<file path="src/rtl/genius_game_ng.sv">
// genius_game_ng: color-sequence memory game; define GENIUS_TIMEOUT_EN to lose after player inactivity
module genius_game_ng #(
    parameter int NUM_COLORS    = 4,
    parameter int MAX_LEN       = 32,
    parameter int FAST_TICKS    = 25_000_000,
    parameter int SLOW_TICKS    = 50_000_000,
    parameter int TIMEOUT_TICKS = 250_000_000,
    localparam int COLOR_W      = $clog2(NUM_COLORS),
    localparam int ADDR_W       = $clog2(MAX_LEN) + 1
) (
    input  logic                  clk,
    input  logic                  rst_n,
    input  logic                  start,
    input  logic                  mode,
    input  logic                  speed,
    input  logic [1:0]            difficulty,
    input  logic [NUM_COLORS-1:0] btn,
    output logic [NUM_COLORS-1:0] led,
    output logic [ADDR_W-1:0]     score,
    output logic                  busy,
    output logic                  win,
    output logic                  lose
);
    typedef enum logic [2:0] {IDLE, ADD, PLAY_ON, PLAY_OFF, WAIT_IN, WIN, LOSE} state_t;
    localparam logic [COLOR_W:0] NC = (COLOR_W + 1)'(NUM_COLORS);
    state_t st, nxt;
    logic [COLOR_W-1:0] mem [MAX_LEN];
    logic [15:0] lfsr;
    logic start_q, mode_l, speed_l;
    logic [NUM_COLORS-1:0] btn_q, rise;
    logic [ADDR_W-1:0] target, tgt, length, idx;
    logic [31:0] cnt, tgt_raw;
    logic [COLOR_W:0] raw;
    logic [COLOR_W-1:0] rnd, press_color, cur, wr_color;
    logic start_rise, press_ok, phase_end, last, match, idle, wr_en, timeout;
    assign start_rise = start & ~start_q;
    assign rise       = btn & ~btn_q;
    assign press_ok   = $onehot(rise) && btn == rise;
    assign raw        = {1'b0, lfsr[COLOR_W-1:0]};
    assign rnd        = COLOR_W'(raw >= NC ? raw - NC : raw);
    assign cur        = mem[idx[ADDR_W-2:0]];
    assign match      = press_color == cur;
    assign last       = idx == length - 1'b1;
    assign phase_end  = cnt == (speed_l ? 32'(FAST_TICKS - 1) : 32'(SLOW_TICKS - 1));
    assign idle       = st == IDLE || st == WIN || st == LOSE;
    assign wr_en      = st == ADD && (!mode_l || press_ok);
    assign wr_color   = mode_l ? press_color : rnd;
    assign tgt_raw    = difficulty == 2'd0 ? 32'd8 : difficulty == 2'd1 ? 32'd16 :
                        difficulty == 2'd2 ? 32'd32 : 32'(MAX_LEN);
    assign tgt        = ADDR_W'(tgt_raw > 32'(MAX_LEN) ? 32'(MAX_LEN) : tgt_raw);
`ifdef GENIUS_TIMEOUT_EN
    logic [31:0] to_cnt;
    // count cycles spent in WAIT_IN since the last accepted press
    always_ff @(posedge clk or negedge rst_n) begin
        if (!rst_n)
            to_cnt <= '0;
        else
            to_cnt <= (st == WAIT_IN && !press_ok) ? to_cnt + 32'd1 : '0;
    end
    assign timeout = st == WAIT_IN && to_cnt == 32'(TIMEOUT_TICKS - 1);
`else
    assign timeout = TIMEOUT_TICKS < 0;
`endif
    // encode the single rising button into a color index
    always_comb begin
        press_color = '0;
        for (int i = 0; i < NUM_COLORS; i++)
            if (rise[i]) press_color = COLOR_W'(i);
    end
    // state register
    always_ff @(posedge clk or negedge rst_n) begin
        if (!rst_n)
            st <= IDLE;
        else
            st <= nxt;
    end
    // next-state logic
    always_comb begin
        nxt = st;
        case (st)
            IDLE, WIN, LOSE: nxt = start_rise ? ADD : st;
            ADD:             nxt = wr_en ? PLAY_ON : ADD;
            PLAY_ON:         nxt = phase_end ? PLAY_OFF : PLAY_ON;
            PLAY_OFF:        nxt = !phase_end ? PLAY_OFF : last ? WAIT_IN : PLAY_ON;
            WAIT_IN:         nxt = press_ok ? (!match ? LOSE : !last ? WAIT_IN : length == target ? WIN : ADD)
                                            : timeout ? LOSE : WAIT_IN;
            default:         nxt = IDLE;
        endcase
    end
    // outputs decoded from the current state
    always_comb begin
        led  = st == PLAY_ON ? {{(NUM_COLORS-1){1'b0}}, 1'b1} << cur :
               st == WAIT_IN ? btn : st == WIN ? '1 : '0;
        busy = !idle;
        win  = st == WIN;
        lose = st == LOSE;
    end
    // edge detectors, LFSR, game settings, counters and score
    always_ff @(posedge clk or negedge rst_n) begin
        if (!rst_n) begin
            start_q <= 1'b0;
            btn_q   <= '0;
            lfsr    <= 16'hACE1;
            mode_l  <= 1'b0;
            speed_l <= 1'b0;
            target  <= '0;
            length  <= '0;
            idx     <= '0;
            score   <= '0;
            cnt     <= '0;
        end else begin
            start_q <= start;
            btn_q   <= btn;
            lfsr    <= (lfsr >> 1) ^ ({16{lfsr[0]}} & 16'hB400);
            cnt     <= (st != nxt || !(st == PLAY_ON || st == PLAY_OFF)) ? '0 : cnt + 32'd1;
            if (idle && start_rise) begin
                mode_l  <= mode;
                speed_l <= speed;
                target  <= tgt;
                length  <= '0;
                idx     <= '0;
                score   <= '0;
            end
            if (wr_en) begin
                length <= length + 1'b1;
                idx    <= '0;
            end
            if (st == PLAY_OFF && phase_end)
                idx <= last ? '0 : idx + 1'b1;
            if (st == WAIT_IN && press_ok && match) begin
                idx <= last ? '0 : idx + 1'b1;
                if (last) score <= score + 1'b1;
            end
        end
    end
    // sequence memory, deliberately without reset
    always_ff @(posedge clk) begin
        if (wr_en) mem[length[ADDR_W-2:0]] <= wr_color;
    end
endmodule
</file>
<file path="config.mk">
export PLATFORM = sky130hd
export DESIGN_NAME = genius_game_ng
export DESIGN_NICKNAME = d
export VERILOG_FILES = /design/src/rtl/genius_game_ng.sv
export SDC_FILE = /design/constraint.sdc
export NUM_CORES = 1
export LEC_CHECK = 0
export CAP_MARGIN = 20
export CORE_AREA = 2 2 81 161
export DETAILED_ROUTE_END_ITERATION = 10
export DIE_AREA = 0 0 83 163
export PLACE_DENSITY = 0.75
export SETUP_SLACK_MARGIN = 0.05
export SLEW_MARGIN = 0
export SYNTH_ARGS = -nofsm -noshare
export SYNTH_HDL_FRONTEND = slang
export SYNTH_SLANG_ARGS = --single-unit
</file>
<file path="constraint.sdc">
create_clock -name clk -period 2.9 [get_ports clk]
set_input_delay 0.58 -clock clk [delete_from_list [all_inputs] [get_ports clk]]
set_output_delay 0.58 -clock clk [all_outputs]
set_load 0.05 [all_outputs]
</file>
# After elaboration in Yosys (flattened, before gate mapping)
# Memories as Yosys holds them, arrays and structs flattened.
# Cells that the tools add are included.
# totals
ff_bits	82
mem_count	1
ramBits	64
input_bits	11
out_inout_bits	13
word_cells	96
# classes
n_shift	1
reduce_logical	19
n_addsub	9
bitwise_logic	5
muxes	34
order_cmp	2
eq_ne	14
# memory_table
memory	depth	width	read_ports	rd_clocked_by_memory_dff	wr	line	text
mem	32	2	1	0	1	27	logic [COLOR_W-1:0] mem [MAX_LEN];
# op_table
cell	n
$mux 6	12
$add 32x1->32 const B	1
$eq 32x26->1	1
$mux 32	1
$mux 26	1
$mux 3	7
$add 6x1->6 const B	3
$xor 15x16->16	1
$pmux 3 s5	1
$eq 6x6->1	2
$mux 4	3
$mux 2	5
$eq 3x3->1 const B	3
$eq 3x1->1 const B	2
$eq 3x2->1 const B	2
$gt 6x6->1 const B	1
$logic_and 1x1->1	6
$sub 6x1->6 const B	1
$logic_or 1x1->1	5
$add 1x1->2	2
$and 4x4->4	1
$eq 4x4->1	1
$mux 1	4
$not 4->4	1
15 further kinds	17

# Depth between registers and ports, before layout
# depth
ltp_word	13
mapped_depth	12
ltp_nobuf	11

# Least setup slack after synthesis
# Ideal clock, no wire load.
# synth_path
path_type	flip-flop to output port
from	register idx[1]
to	output port led[0]
path_slack_ns	-0.425
stages_incl_launch_ff	8
path_buffers	2
t_arrival_ns	2.745
required_time_ns	2.320
cell_sequence	dfrtp_1 buf_4 buf_6 mux4_2 mux4_2 mux2i_4 inv_1 o22ai_1
# synth_between
elab_chain_len	3
# synth_rtl
element	line	text
start, declared	31	logic [ADDR_W-1:0] target, tgt, length, idx;
start signal, assigned	129	idx <= last ? '0 : idx + 1'b1;
start signal, assigned	131	idx <= last ? '0 : idx + 1'b1;
$mem_v2 32x2	--	
$shl 1x2->4	92	led = st == PLAY_ON ? {{(NUM_COLORS-1){1'b0}}, 1'b1} << cur :
$mux 4	92	
end, declared	18	output logic [NUM_COLORS-1:0] led,
# No other way between the ends.

# Worst setup path in the final report
# Ends and elaborated chain as after synthesis.

==> results.json <==
{
  "htree_levels": 4,
  "period_share": 1.18,
  "fp-row-count": 58,
  "netlist.top_cell.by_area": "edfxtp_1",
  "area_growth_pct": 27.5,
  "clk_pin_slew_worst_paths_ps": 60,
  "clock-sinks": 143,
  "end_kind": "primary output",
  "worstPathMaxFanout": 10,
  "p_leak_nw": 3.17,
  "synth_top_area_share": 0.287,
  "critPathCapture": "led[0]",
  "switching_share": 0.324,
  "grt_pass1_vias": 4659,
  "holdWs_ps": 315,
  "r2r-start": "idx[1]$_DFFE_PN0P_",
  "p_sw_mw": 2.03,
  "async_flop_share": 0.552,
  "worstPathCellList": "buf_12, mux4_2, mux4_2, mux2_4, nand2b_4, o22ai_4, buf_12",
  "finalMaxSlewViolations": 0,
  "synthMuxAreaShare": 0.0790,
  "diodes": 0,
  "worst-path-buf-inv": 2,
  "chipHeight_um": 163,
  "synthAdderAreaFrac": 0.0198,
  "post-route-min-period_ps": 3430,
  "ys.flop_type": "dfrtp_1",
  "internal_power_mw": 4.24,
  "cts_tree": "done",
  "start_kind": "register",
  "route.detailed.drc": 0,
  "max-cap-violations": 0,
  "hpwl_um": 8910,
  "dr.pass1.iters": 6,
  "synth_seq_cells": 143,
  "total_power_mw": 6.26,
  "violations": "setup timing",
  "start_util": 0.539,
  "overflow": 0,
  "avgViaCountPerCell": 5.86,
  "synth_enable_flop_cells": 64,
  "ant_nets": 0,
  "cts_buffers": 17,
  "hold_violations": 0,
  "critPathMaxStageDelay_ps": 520,
  "crit_family": "multiplexers",
  "worstRegToRegCells": 11,
  "synth_area_per_cell_um2": 12.2,
  "worstSetupPathType": "register to primary output",
  "cts_buffer_depth": 2,
  "drtIter0Drc": 312,
  "status": "complete, but fails checks",
  "max_freq_mhz": 291,
  "antenna_found_initial": 0,
  "reg2reg_setup_slack_ps": -270,
  "cpMaxStageDelayCell": "mux4_2",
  "synth_area_leaders": "edfxtp_1 (29%), dfrtp_1 (27%), mux4_2 (6.7%), nor2_1 (3.5%), xnor2_1 (3.3%)",
  "synth_compound_area_frac": 0.0790,
  "finalSetupViolations": 39,
  "powerDensity_nw_per_um2": 735,
  "ys_warn_count": 0,
  "synth_top_family_by_area": "simple AND/OR/NAND/NOR gates",
  "synthesis.nets": 567,
  "seq_power_share": 0.405,
  "arrival_ps": 2850,
  "netlist_area_um2": 6690,
  "clk_latency_ps": 420,
  "core_um2": 12400,
  "cp.depth": 7,
  "fillers": 818,
  "wire_per_inst_um": 18.4,
  "comb_power_share": 0.268,
  "synth_seq_area_share": 0.585,
  "place_congestion": 0.848,
  "cp.required_ps": 2320,
  "worst_pin_slew_ps": 966,
  "grt_usage": 0.223,
  "totalWireLength_um": 14200,
  "clock_skew_ps": 6.66,
  "cts_root_buf": "clkbuf_16",
  "hp-class": "input pin to asynchronous set/reset pin",
  "routed-via-count": 4526,
  "vdd_drop_max_mv": 0.573,
  "setup_ws_ps": -535,
  "netlist_instances": 546,
  "die-area_um2": 13500,
  "relSlewSlack": 0.356,
  "grt_pass1_wl_um": 23600,
  "synthSimpleGateAreaFrac": 0.152,
  "grt_max_degree": 80,
  "clock_power_share": 0.327,
  "startpoint": "idx[1]$_DFFE_PN0P_",
  "synth_xor_area_frac": 0.0616,
  "nets": 631,
  "rsz0062_at_grt": "true",
  "die-width_um": 83,
  "io_buffers": 23,
  "place_ws_ps": -663,
  "layout-drive-gt1-share": 0.309,
  "io_pins": 24,
  "ys_types": 57,
  "ctsHoldBuffers": 0,
  "rr_endpoint": "score[3]$_DFF_PN0_"
}
[Yosys cell counts (all sizes together) (2+ instances only)]
master,n
nor4,4
xnor2,25
a22o,3
o22ai,4
and2,3
nor4b,3
o211ai,4
nand3,24
ha,9
or3b,2
and3,5
xor2,22
or3,4
edfxtp,64
a22oi,2
mux2,4
dfrtp,71
nor2,63
nand2,37
clkbuf,17
nand3b,4
o21ai,19
a21oi,30
buf,7
dfstp,8
nor4bb,3
nand2b,12
nand4b,3
nor3,12
a41o,2
nand4,12
mux2i,2
a31oi,4
or2,2
o31ai,4
nor2b,5
mux4,20
inv,14
[power by group through the flow]
stage          registers [mW]  logic [mW]  clock network (mW)
3_5_place_dp             2.57        1.42                   0
3_3_place_gp             2.56        1.40                   0
4_1_cts                  2.53        1.53                2.07
6_report                 2.53        1.68                2.05
5_1_grt                  2.55        1.81                2.17
2_1_floorplan            2.48        1.02                   0
[stage by stage]
step                      utilization  area [um^2]  setup TNS [ps]  cells
final                           0.687         8530           -6780    772
after CTS                       0.669         8310           -5090    766
after floorplan                     -         6850           -3140    546
after global routing            0.687         8530          -10940    772
after detailed placement        0.601         7460          -61380    731
after global placement          0.601         7460          -56420    731
[cell usage in the layout (no fill, tap or decap), drive strengths merged, types with 3 or more instances in the layout]
| master | count |
|---|---|
| a22o | 3 |
| a31oi | 4 |
| nor4 | 4 |
| mux4 | 20 |
| mux2 | 4 |
| nor2 | 63 |
| o211ai | 4 |
| nand2b | 12 |
| nand4 | 12 |
| dfrtp | 71 |
| dfstp | 8 |
| or3 | 4 |
| clkdlybuf4s50 | 14 |
| a21oi | 30 |
| nor4bb | 3 |
| xnor2 | 25 |
| o22ai | 4 |
| clkinvlp | 3 |
| nand4b | 3 |
| nor4b | 3 |
| o31ai | 4 |
| nor3 | 12 |
| o21ai | 19 |
| ha | 9 |
| clkdlybuf4s15 | 3 |
| and2 | 3 |
| clkinv | 5 |
| nand3 | 24 |
| nand3b | 4 |
| xor2 | 22 |
| nor2b | 5 |
| nand2 | 37 |
| edfxtp | 64 |
| inv | 20 |
| and3 | 5 |
| clkbuf | 18 |
| buf | 51 |
[per-layer routing]
metal	wire length [um]	share of wire	GRT usage
met2	7120	0.50	0.356
met3	682	0.048	0.0512
met4	332	0.023	0.0864
met5	0	0	0
met1	6070	0.43	0.299
[sequential cells by signal, summed over array words and instances (netlist names)]
signal and cells:
target 3, st 3, idx 6, start_q 1, mode_l 1, score 6
btn_q 4, length 6, lfsr 16, mem 64, cnt 32, speed_l 1
[final cells by class]
cell class	count	area (um^2)	area share
flip-flops and latches	143	3910	0.458
multi-input cells	364	3100	0.363
repair buffers	69	718	0.0842
clock buffers	17	425	0.0499
well taps	150	188	0.0220
clock inverters	14	131	0.0154
inverters	15	56.3	0.00660
[cell families after synthesis]
logic type / Yosys count
AOI/OAI and AO/OA: 80
muxes: 26
adders and majority gates: 10
buffers and inverters: 39
xor gates and xnor gates: 47
DFF: 143
and+or+nand+nor: 201
[worst min-delay path by stage]
stage,end,startpoint,cells past startpoint
2_1_floorplan,btn_q[0]$_DFF_PN0_,rst_n,0
3_3_place_gp,lfsr[8]$_DFF_PN0_,lfsr[9]$_DFF_PN0_,0
3_5_place_dp,lfsr[8]$_DFF_PN0_,lfsr[9]$_DFF_PN0_,0
4_1_cts,lfsr[8]$_DFF_PN0_,lfsr[9]$_DFF_PN0_,0
5_1_grt,lfsr[8]$_DFF_PN0_,lfsr[9]$_DFF_PN0_,0
6_report,idx[2]$_DFFE_PN0P_,rst_n,1
[timing repair]
action / in CTS / in global routing
buffers inserted: 4 / 5
pin swaps: 27 / 9
endpoints found under the setup margin: 106 / 103
resized for setup: 73 / 36
cloned: 0 / 1
No activity file was read; power rests on OpenSTA's default activity.
